$ cat src/rtl/saf_pkg.sv
// Shared definitions for the spline adaptive filter update blocks:
// Q-format defaults, the update FSM state type and the rounding/clip helpers.
package saf_pkg;

  localparam int unsigned SafWidth = 16;
  localparam int unsigned SafQp    = 12;
  localparam int unsigned SafTaps  = 8;

  typedef logic signed [63:0] saf_acc_t;

  typedef enum logic [0:0] {
    StIdle,
    StRun
  } wu_state_e;

  // Half an LSB of the Q(qp) result; added before the arithmetic shift to round half up.
  function automatic saf_acc_t rnd(input int unsigned qp);
    return 64'sd1 <<< (qp - 1);
  endfunction

  function automatic saf_acc_t sat_to_width(input saf_acc_t v, input int unsigned w);
    saf_acc_t hi;
    saf_acc_t lo;
    hi = (64'sd1 <<< (w - 1)) - 64'sd1;
    lo = -(64'sd1 <<< (w - 1));
    if (v > hi) return hi;
    if (v < lo) return lo;
    return v;
  endfunction

endpackage

$ cat src/rtl/w_update_bank_if.sv
// Request/response bundle of the weight-bank updater: one shared mu_error,
// a packed tap-input vector, and the committed packed weight vector.
interface w_update_bank_if #(
  parameter int unsigned WIDTH = 16,
  parameter int unsigned TAPS  = 8
);

  logic                     start;
  logic signed [WIDTH-1:0]  mu_error;
  logic [TAPS*WIDTH-1:0]    x_vec;
  logic                     freeze;
  logic                     busy;
  logic                     done;
  logic [TAPS*WIDTH-1:0]    weights;

  modport master (
    output start, mu_error, x_vec, freeze,
    input  busy, done, weights
  );

  modport slave (
    input  start, mu_error, x_vec, freeze,
    output busy, done, weights
  );

endinterface

$ cat src/rtl/wu_mac_sat.sv
// Combinational single-tap LMS step: s = w - leak(w) + round(x * mu), with
// optional saturation (else wrap). A frozen tap passes w through unchanged.
module wu_mac_sat
  import saf_pkg::*;
#(
  parameter int unsigned WIDTH      = SafWidth,
  parameter int unsigned QP         = SafQp,
  parameter bit          SAT_EN     = 1'b1,
  parameter int unsigned LEAK_SHIFT = 0
) (
  input  logic signed [WIDTH-1:0] x_k_i,
  input  logic signed [WIDTH-1:0] mu_i,
  input  logic signed [WIDTH-1:0] w_k_i,
  input  logic                    freeze_i,
  output logic signed [WIDTH-1:0] s_o
);

  logic signed [2*WIDTH-1:0] p;
  saf_acc_t                  d_full;
  saf_acc_t                  d_clip;
  logic signed [WIDTH-1:0]   d;
  saf_acc_t                  leak;
  saf_acc_t                  s_full;
  saf_acc_t                  s_clip;

  always_comb begin
    p      = (2*WIDTH)'(x_k_i) * (2*WIDTH)'(mu_i);
    d_full = (saf_acc_t'(p) + rnd(QP)) >>> QP;
    d_clip = SAT_EN ? sat_to_width(d_full, WIDTH) : d_full;
    d      = WIDTH'(d_clip);

    leak = '0;
    if (LEAK_SHIFT != 0) begin
      leak = saf_acc_t'(w_k_i) >>> LEAK_SHIFT;
    end

    // The sum always fits in WIDTH+2 bits, so the wide accumulator clips and wraps identically.
    s_full = saf_acc_t'(w_k_i) - leak + saf_acc_t'(d);
    s_clip = SAT_EN ? sat_to_width(s_full, WIDTH) : s_full;
    s_o    = freeze_i ? w_k_i : WIDTH'(s_clip);
  end

endmodule

$ cat src/rtl/w_update_bank.sv
// Bank of TAPS adaptive weights updated through one time-multiplexed MAC, one tap
// per cycle into a shadow copy; the whole set is committed in a single edge.
module w_update_bank
  import saf_pkg::*;
#(
  parameter int unsigned WIDTH      = SafWidth,
  parameter int unsigned QP         = SafQp,
  parameter int unsigned TAPS       = SafTaps,
  parameter int          RESET_VAL  = 0,
  parameter bit          SAT_EN     = 1'b1,
  parameter int unsigned LEAK_SHIFT = 0
) (
  input logic             clk,
  input logic             reset,
  w_update_bank_if.slave  bus
);

  localparam int unsigned IdxW = $clog2(TAPS);

  typedef logic signed [WIDTH-1:0] word_t;

  localparam word_t RstWeight = WIDTH'(RESET_VAL <<< QP);

  wu_state_e        state_q, state_d;
  logic [IdxW-1:0]  idx_q, idx_d;
  word_t            mu_q, mu_d;
  logic             freeze_q, freeze_d;
  logic             busy_q, busy_d;
  logic             done_q, done_d;
  word_t            x_q[TAPS];
  word_t            x_d[TAPS];
  word_t            shadow_q[TAPS];
  word_t            shadow_d[TAPS];
  word_t            weights_q[TAPS];
  word_t            weights_d[TAPS];
  word_t            s;
  logic             last_tap;
  logic [TAPS*WIDTH-1:0] weights_flat;

  wu_mac_sat #(
    .WIDTH      (WIDTH),
    .QP         (QP),
    .SAT_EN     (SAT_EN),
    .LEAK_SHIFT (LEAK_SHIFT)
  ) u_mac (
    .x_k_i    (x_q[idx_q]),
    .mu_i     (mu_q),
    .w_k_i    (shadow_q[idx_q]),
    .freeze_i (freeze_q),
    .s_o      (s)
  );

  assign last_tap = (idx_q == IdxW'(TAPS - 1));

  always_comb begin
    state_d   = state_q;
    idx_d     = idx_q;
    mu_d      = mu_q;
    freeze_d  = freeze_q;
    busy_d    = busy_q;
    done_d    = 1'b0;
    x_d       = x_q;
    shadow_d  = shadow_q;
    weights_d = weights_q;

    unique case (state_q)
      StIdle: begin
        if (bus.start) begin
          state_d  = StRun;
          busy_d   = 1'b1;
          idx_d    = '0;
          mu_d     = bus.mu_error;
          freeze_d = bus.freeze;
          shadow_d = weights_q;
          for (int unsigned k = 0; k < TAPS; k++) begin
            x_d[k] = bus.x_vec[k*WIDTH +: WIDTH];
          end
        end
      end
      StRun: begin
        shadow_d[idx_q] = s;
        idx_d           = idx_q + IdxW'(1);
        if (last_tap) begin
          // The last tap bypasses the shadow so the commit lands on the same edge.
          weights_d          = shadow_q;
          weights_d[TAPS-1]  = s;
          done_d             = 1'b1;
          busy_d             = 1'b0;
          state_d            = StIdle;
        end
      end
      default: state_d = StIdle;
    endcase
  end

  always_ff @(posedge clk) begin
    if (reset) begin
      state_q  <= StIdle;
      idx_q    <= '0;
      mu_q     <= '0;
      freeze_q <= 1'b0;
      busy_q   <= 1'b0;
      done_q   <= 1'b0;
      for (int unsigned k = 0; k < TAPS; k++) begin
        x_q[k]       <= '0;
        shadow_q[k]  <= RstWeight;
        weights_q[k] <= RstWeight;
      end
    end else begin
      state_q   <= state_d;
      idx_q     <= idx_d;
      mu_q      <= mu_d;
      freeze_q  <= freeze_d;
      busy_q    <= busy_d;
      done_q    <= done_d;
      x_q       <= x_d;
      shadow_q  <= shadow_d;
      weights_q <= weights_d;
    end
  end

  always_comb begin
    weights_flat = '0;
    for (int unsigned k = 0; k < TAPS; k++) begin
      weights_flat[k*WIDTH +: WIDTH] = weights_q[k];
    end
  end

  assign bus.weights = weights_flat;
  assign bus.busy    = busy_q;
  assign bus.done    = done_q;

endmodule

$ cat src/flat_wrapper.sv
// flat-port wrapper written by rule: the top's interface ports become plain ports
module w_update_bank_flat import saf_pkg::*;
#(
  parameter int unsigned WIDTH      = SafWidth,
  parameter int unsigned QP         = SafQp,
  parameter int unsigned TAPS       = SafTaps,
  parameter int          RESET_VAL  = 0,
  parameter bit          SAT_EN     = 1'b1,
  parameter int unsigned LEAK_SHIFT = 0
)
  (clk, reset, bus_start, bus_mu_error, bus_x_vec, bus_freeze, bus_busy, bus_done, bus_weights);
  w_update_bank_if #(.WIDTH(WIDTH), .TAPS(TAPS)) bus_i ();
  input logic clk;
  input logic reset;
  input wire logic [$bits(bus_i.start)-1:0] bus_start;
  input wire logic [$bits(bus_i.mu_error)-1:0] bus_mu_error;
  input wire logic [$bits(bus_i.x_vec)-1:0] bus_x_vec;
  input wire logic [$bits(bus_i.freeze)-1:0] bus_freeze;
  output wire logic [$bits(bus_i.busy)-1:0] bus_busy;
  output wire logic [$bits(bus_i.done)-1:0] bus_done;
  output wire logic [$bits(bus_i.weights)-1:0] bus_weights;
  assign bus_i.start = bus_start;
  assign bus_i.mu_error = bus_mu_error;
  assign bus_i.x_vec = bus_x_vec;
  assign bus_i.freeze = bus_freeze;
  assign bus_busy = bus_i.busy;
  assign bus_done = bus_i.done;
  assign bus_weights = bus_i.weights;
  w_update_bank #(.WIDTH(WIDTH), .QP(QP), .TAPS(TAPS), .RESET_VAL(RESET_VAL), .SAT_EN(SAT_EN), .LEAK_SHIFT(LEAK_SHIFT)) u_core (.clk(clk), .reset(reset), .bus(bus_i));
endmodule
$ cat config.mk
export PLATFORM = sky130hd
export DESIGN_NAME = w_update_bank_flat
export DESIGN_NICKNAME = d
export VERILOG_FILES = /design/src/rtl/saf_pkg.sv /design/src/rtl/w_update_bank_if.sv /design/src/rtl/wu_mac_sat.sv /design/src/rtl/w_update_bank.sv /design/src/flat_wrapper.sv
export SDC_FILE = /design/constraint.sdc
export NUM_CORES = 2
export LEC_CHECK = 0
export BUFFER_PORTS_ARGS = -buffer_cell sky130_fd_sc_hd__buf_2
export CORE_MARGIN = 8
export CORE_UTILIZATION = 40
export DETAILED_ROUTE_END_ITERATION = 10
export GPL_TIMING_DRIVEN = 0
export PLACE_DENSITY = 0.63
export REMOVE_ABC_BUFFERS = 1
export SLEW_MARGIN = 20
export SYNTH_ARGS = -nofsm -noshare
export SYNTH_HDL_FRONTEND = slang
export SYNTH_SLANG_ARGS = --single-unit
$ cat constraint.sdc
create_clock -name clk -period 27.7 [get_ports clk]
set_input_delay 2.77 -clock clk [delete_from_list [all_inputs] [get_ports clk]]
set_output_delay 2.77 -clock clk [all_outputs]
set_load 0.01 [all_outputs]
==> flow_metrics.env <==
export IMPL_gp_congestion=0.863
export IMPL_clk_pin_slew_ns=0.06
export IMPL_arrival_ns=14.41
export IMPL_num_rows=96
export IMPL_drc=0
export IMPL_p_per_area_mw_per_mm2=58.3
export IMPL_grt_pass1_wl_mm=138
export IMPL_drt_total_wl_mm=86.2
export IMPL_hold_violations=0
export IMPL_grt_ovfl_total=0
export IMPL_final_min_clock_period_ns=13.92
export IMPL_cpMaxStageDelayCell="nor2_1"
export IMPL_yosysSeqAreaShare=0.294
export IMPL_synth_commonest_cells="nand2_1 (524), dfxtp_1 (407), inv_1 (330), nor2_1 (292)"
export IMPL_netlist_area_mm2=0.0277
export IMPL_postCtsSetupBuffers=0
export IMPL_max_freq_ghz=0.0718
export IMPL_clock_path_buffers=3
export IMPL_holdCritPathClass="reg -> reg"
export IMPL_cts_tree="yes"
export IMPL_cts_sinks=407
export IMPL_outcome="finished, final reports clean"
export IMPL_hpwl_mm=63.4
export IMPL_setup_tns_ns=0
export IMPL_cts_htree_levels=2
export IMPL_synth_area_leaders="dfxtp_1 (29%), fa_1 (19%), nand2_1 (7.1%)"
export IMPL_yosys_warnings=0
export IMPL_p_comb_frac=0.327
export IMPL_area_delta_synth_final_pct=15.1
export IMPL_switchingPower_uw=688
export IMPL_cts_made_buffers=43
export IMPL_path_max_fanout=32
export IMPL_cp_common_cell="fa_1"
export IMPL_critPathKind="reg -> reg"
export IMPL_p_sw_frac=0.370
export IMPL_synthDistinctLibCells=79
export IMPL_wl_per_cell_um=19.7
export IMPL_multiInputGateArea_mm2=0.0176
export IMPL_critPathRequiredTime_ns=28.19
export IMPL_rr_worst_depth=41
export IMPL_period_share=0.502
export IMPL_timing_rr_end="u_core.shadow_q[59]"
export IMPL_first_pass_iters=5
export IMPL_ff_latch_area_mm2=0.00816
export IMPL_worst_path_stages=41
export IMPL_startpoint_type="flop"
export IMPL_grt_total_usage=0.219
export IMPL_clock_skew_ns=0.0296
export IMPL_internal_power_uw=1170
export IMPL_ctsResizeCount=0
export IMPL_die_w_um=279
export IMPL_async_flop_share=0
export IMPL_r2r_slack_ns=13.78
export IMPL_cpPeakStageDelay_ns=0.92
export IMPL_clock_latency_ns=0.60
export IMPL_drive_gt1_frac=0.137
export IMPL_core_area_mm2=0.0686
export IMPL_ios=278
export IMPL_worstMarginPinSlew_ns=1.07
export IMPL_synthCells=3242
export IMPL_rsz0062_at_grt="no"
export IMPL_setup_viol=0
export IMPL_viasPerCell=5.39
export IMPL_yosys_cell_count_top_type="nand2_1"
export IMPL_max_slew_margin=0.287
export IMPL_numPortBuffers=277
export IMPL_synth_largest_area_cell="dfxtp_1"
export IMPL_die_h_um=279
export IMPL_root_buffer="clkbuf_16"
export IMPL_initialDrtViolationCount=1831
export IMPL_leakagePower_uw=0.0142
export IMPL_endpoint="u_core.shadow_q[59]"
export IMPL_cp_top_family="compound AO/OA/AOI/OAI gates"
export IMPL_irDropWorstVdd_v=0.0000519
export IMPL_die_area_mm2=0.0780
export IMPL_cp_num_buf_inv=8
export IMPL_pwr_share_clk=0.328
export IMPL_reg2reg_from="u_core.idx_q[0]"
export IMPL_holdWs_ns=0.450
export IMPL_initial_utilization=0.404
export IMPL_synth_top_area_share=0.294
export IMPL_grt_max_degree=111
export IMPL_fillers=6723
export IMPL_synth_edf_count=0
export IMPL_worstSetupStartpoint="u_core.idx_q[0]"
export IMPL_synthFlopType="dfxtp_1"
export IMPL_fin_nets=3913
export IMPL_drv_slew=0
export IMPL_grt_pass1_vias=23903
export IMPL_syn_mean_instance_area_um2=8.56
export IMPL_antenna_found_initial=1
export IMPL_cts_hold_fix_buffers=0
export IMPL_route_vias_total=23526
export IMPL_drv_cap=0
export IMPL_drtAntennaViolNets=0
export IMPL_synth_ff_latch_count=407
export IMPL_crit_path_end_kind="flop"
export IMPL_sequentialPowerShare=0.345
-- registers in the layout, summed over array words and instances, names as in the netlist --
name,cells
u_core.bus.weights,128
u_core.shadow_q,128
u_core.mu_q,16
u_core.bus.busy,1
u_core.x_q,128
u_core.freeze_q,1
u_core.state_q,1
u_core.idx_q,3
u_core.bus.done,1
-- through the flow --
| step | cell area, um^2 | setup WS [ns] | total power, uW | std cells | util |
|---|---|---|---|---|---|
| after floorplan | 26900 | 13.24 | 1050 | 3033 | - |
| after global placement | 29400 | 6.65 | 1250 | 4241 | 0.429 |
| after detailed placement | 30500 | 13.93 | 1250 | 4287 | 0.444 |
| after CTS | 31900 | 13.88 | 1870 | 4366 | 0.466 |
| after global routing | 31900 | 13.07 | 1960 | 4367 | 0.466 |
| final | 31900 | 13.78 | 1860 | 4367 | 0.466 |
-- cells by family (layout without fill, tap and decap cells) --
| family | count (synthesis) | in the layout | share of synthesized area |
|---|---|---|---|
| simple gates | 1085 | 1085 | 0.171 |
| compound gates | 718 | 718 | 0.176 |
| buf+inv | 542 | 735 | 0.0756 |
| flops | 407 | 407 | 0.294 |
| fa+ha+maj | 364 | 364 | 0.237 |
| mux | 91 | 91 | 0.0365 |
| xor+xnor | 35 | 35 | 0.0111 |
| other cells | 0 | 1 | 0 |
-- placed cells by master (no fill, tap or decap), types with 44 or more instances in the layout --
master and count:
clkbuf_16 44, fa_1 268, nand2_1 522, and2_1 101, mux2i_1 81, nor2_1 289, o21ai_0 82, a22o_1 120
inv_1 328, a21oi_1 267, buf_2 278, ha_1 96, dfxtp_1 403
-- cell type report --
| cell class | instances | share of cell area |
|---|---|---|
| multi-input combinational | 2293 | 0.552 |
| sequential | 407 | 0.255 |
| timing repair buffer | 323 | 0.0702 |
| inverter | 333 | 0.0395 |
| clock buffer | 64 | 0.0393 |
| tap | 931 | 0.0365 |
| clock inverter | 15 | 0.00697 |
| antenna | 1 | 0.0000784 |
-- power by group through the flow --
stage	registers, uW	logic, uW	clock network, uW
after floorplan	647	400	0
after global placement	658	595	0
after detailed placement	653	599	0
after CTS	640	607	622
after global routing	645	667	644
final	641	609	610
-- worst min-delay path by stage --
stage / start / to / slack [ns] / depth (start not counted)
floorplan: u_core.x_q[111] / u_core.x_q[111] / 0.43 / 2
global placement: u_core.x_q[111] / u_core.x_q[111] / 0.44 / 2
detailed placement: u_core.x_q[111] / u_core.x_q[111] / 0.45 / 2
CTS: u_core.x_q[104] / u_core.x_q[104] / 0.45 / 2
global route: u_core.x_q[104] / u_core.x_q[104] / 0.47 / 2
finish: u_core.x_q[111] / u_core.x_q[111] / 0.45 / 2
-- worst min-delay path: cells and delay by family, from the launching register on --
family	cells	cell delay, ns
and+or+nand+nor	1	0.05
DFF	1	0.30
AOI/OAI and AO/OA	1	0.05
-- layer usage --
| layer | vias to the layer above | GRT usage | wire, um |
|---|---|---|---|
| li1 | 11101 | - | - |
| met1 | 11551 | 0.280 | 36400 |
| met2 | 747 | 0.372 | 41300 |
| met3 | 127 | 0.0465 | 6130 |
| met4 | 0 | 0.0626 | 2400 |
| met5 | - | 0 | 0 |
Power figures use the tool's default switching activity.
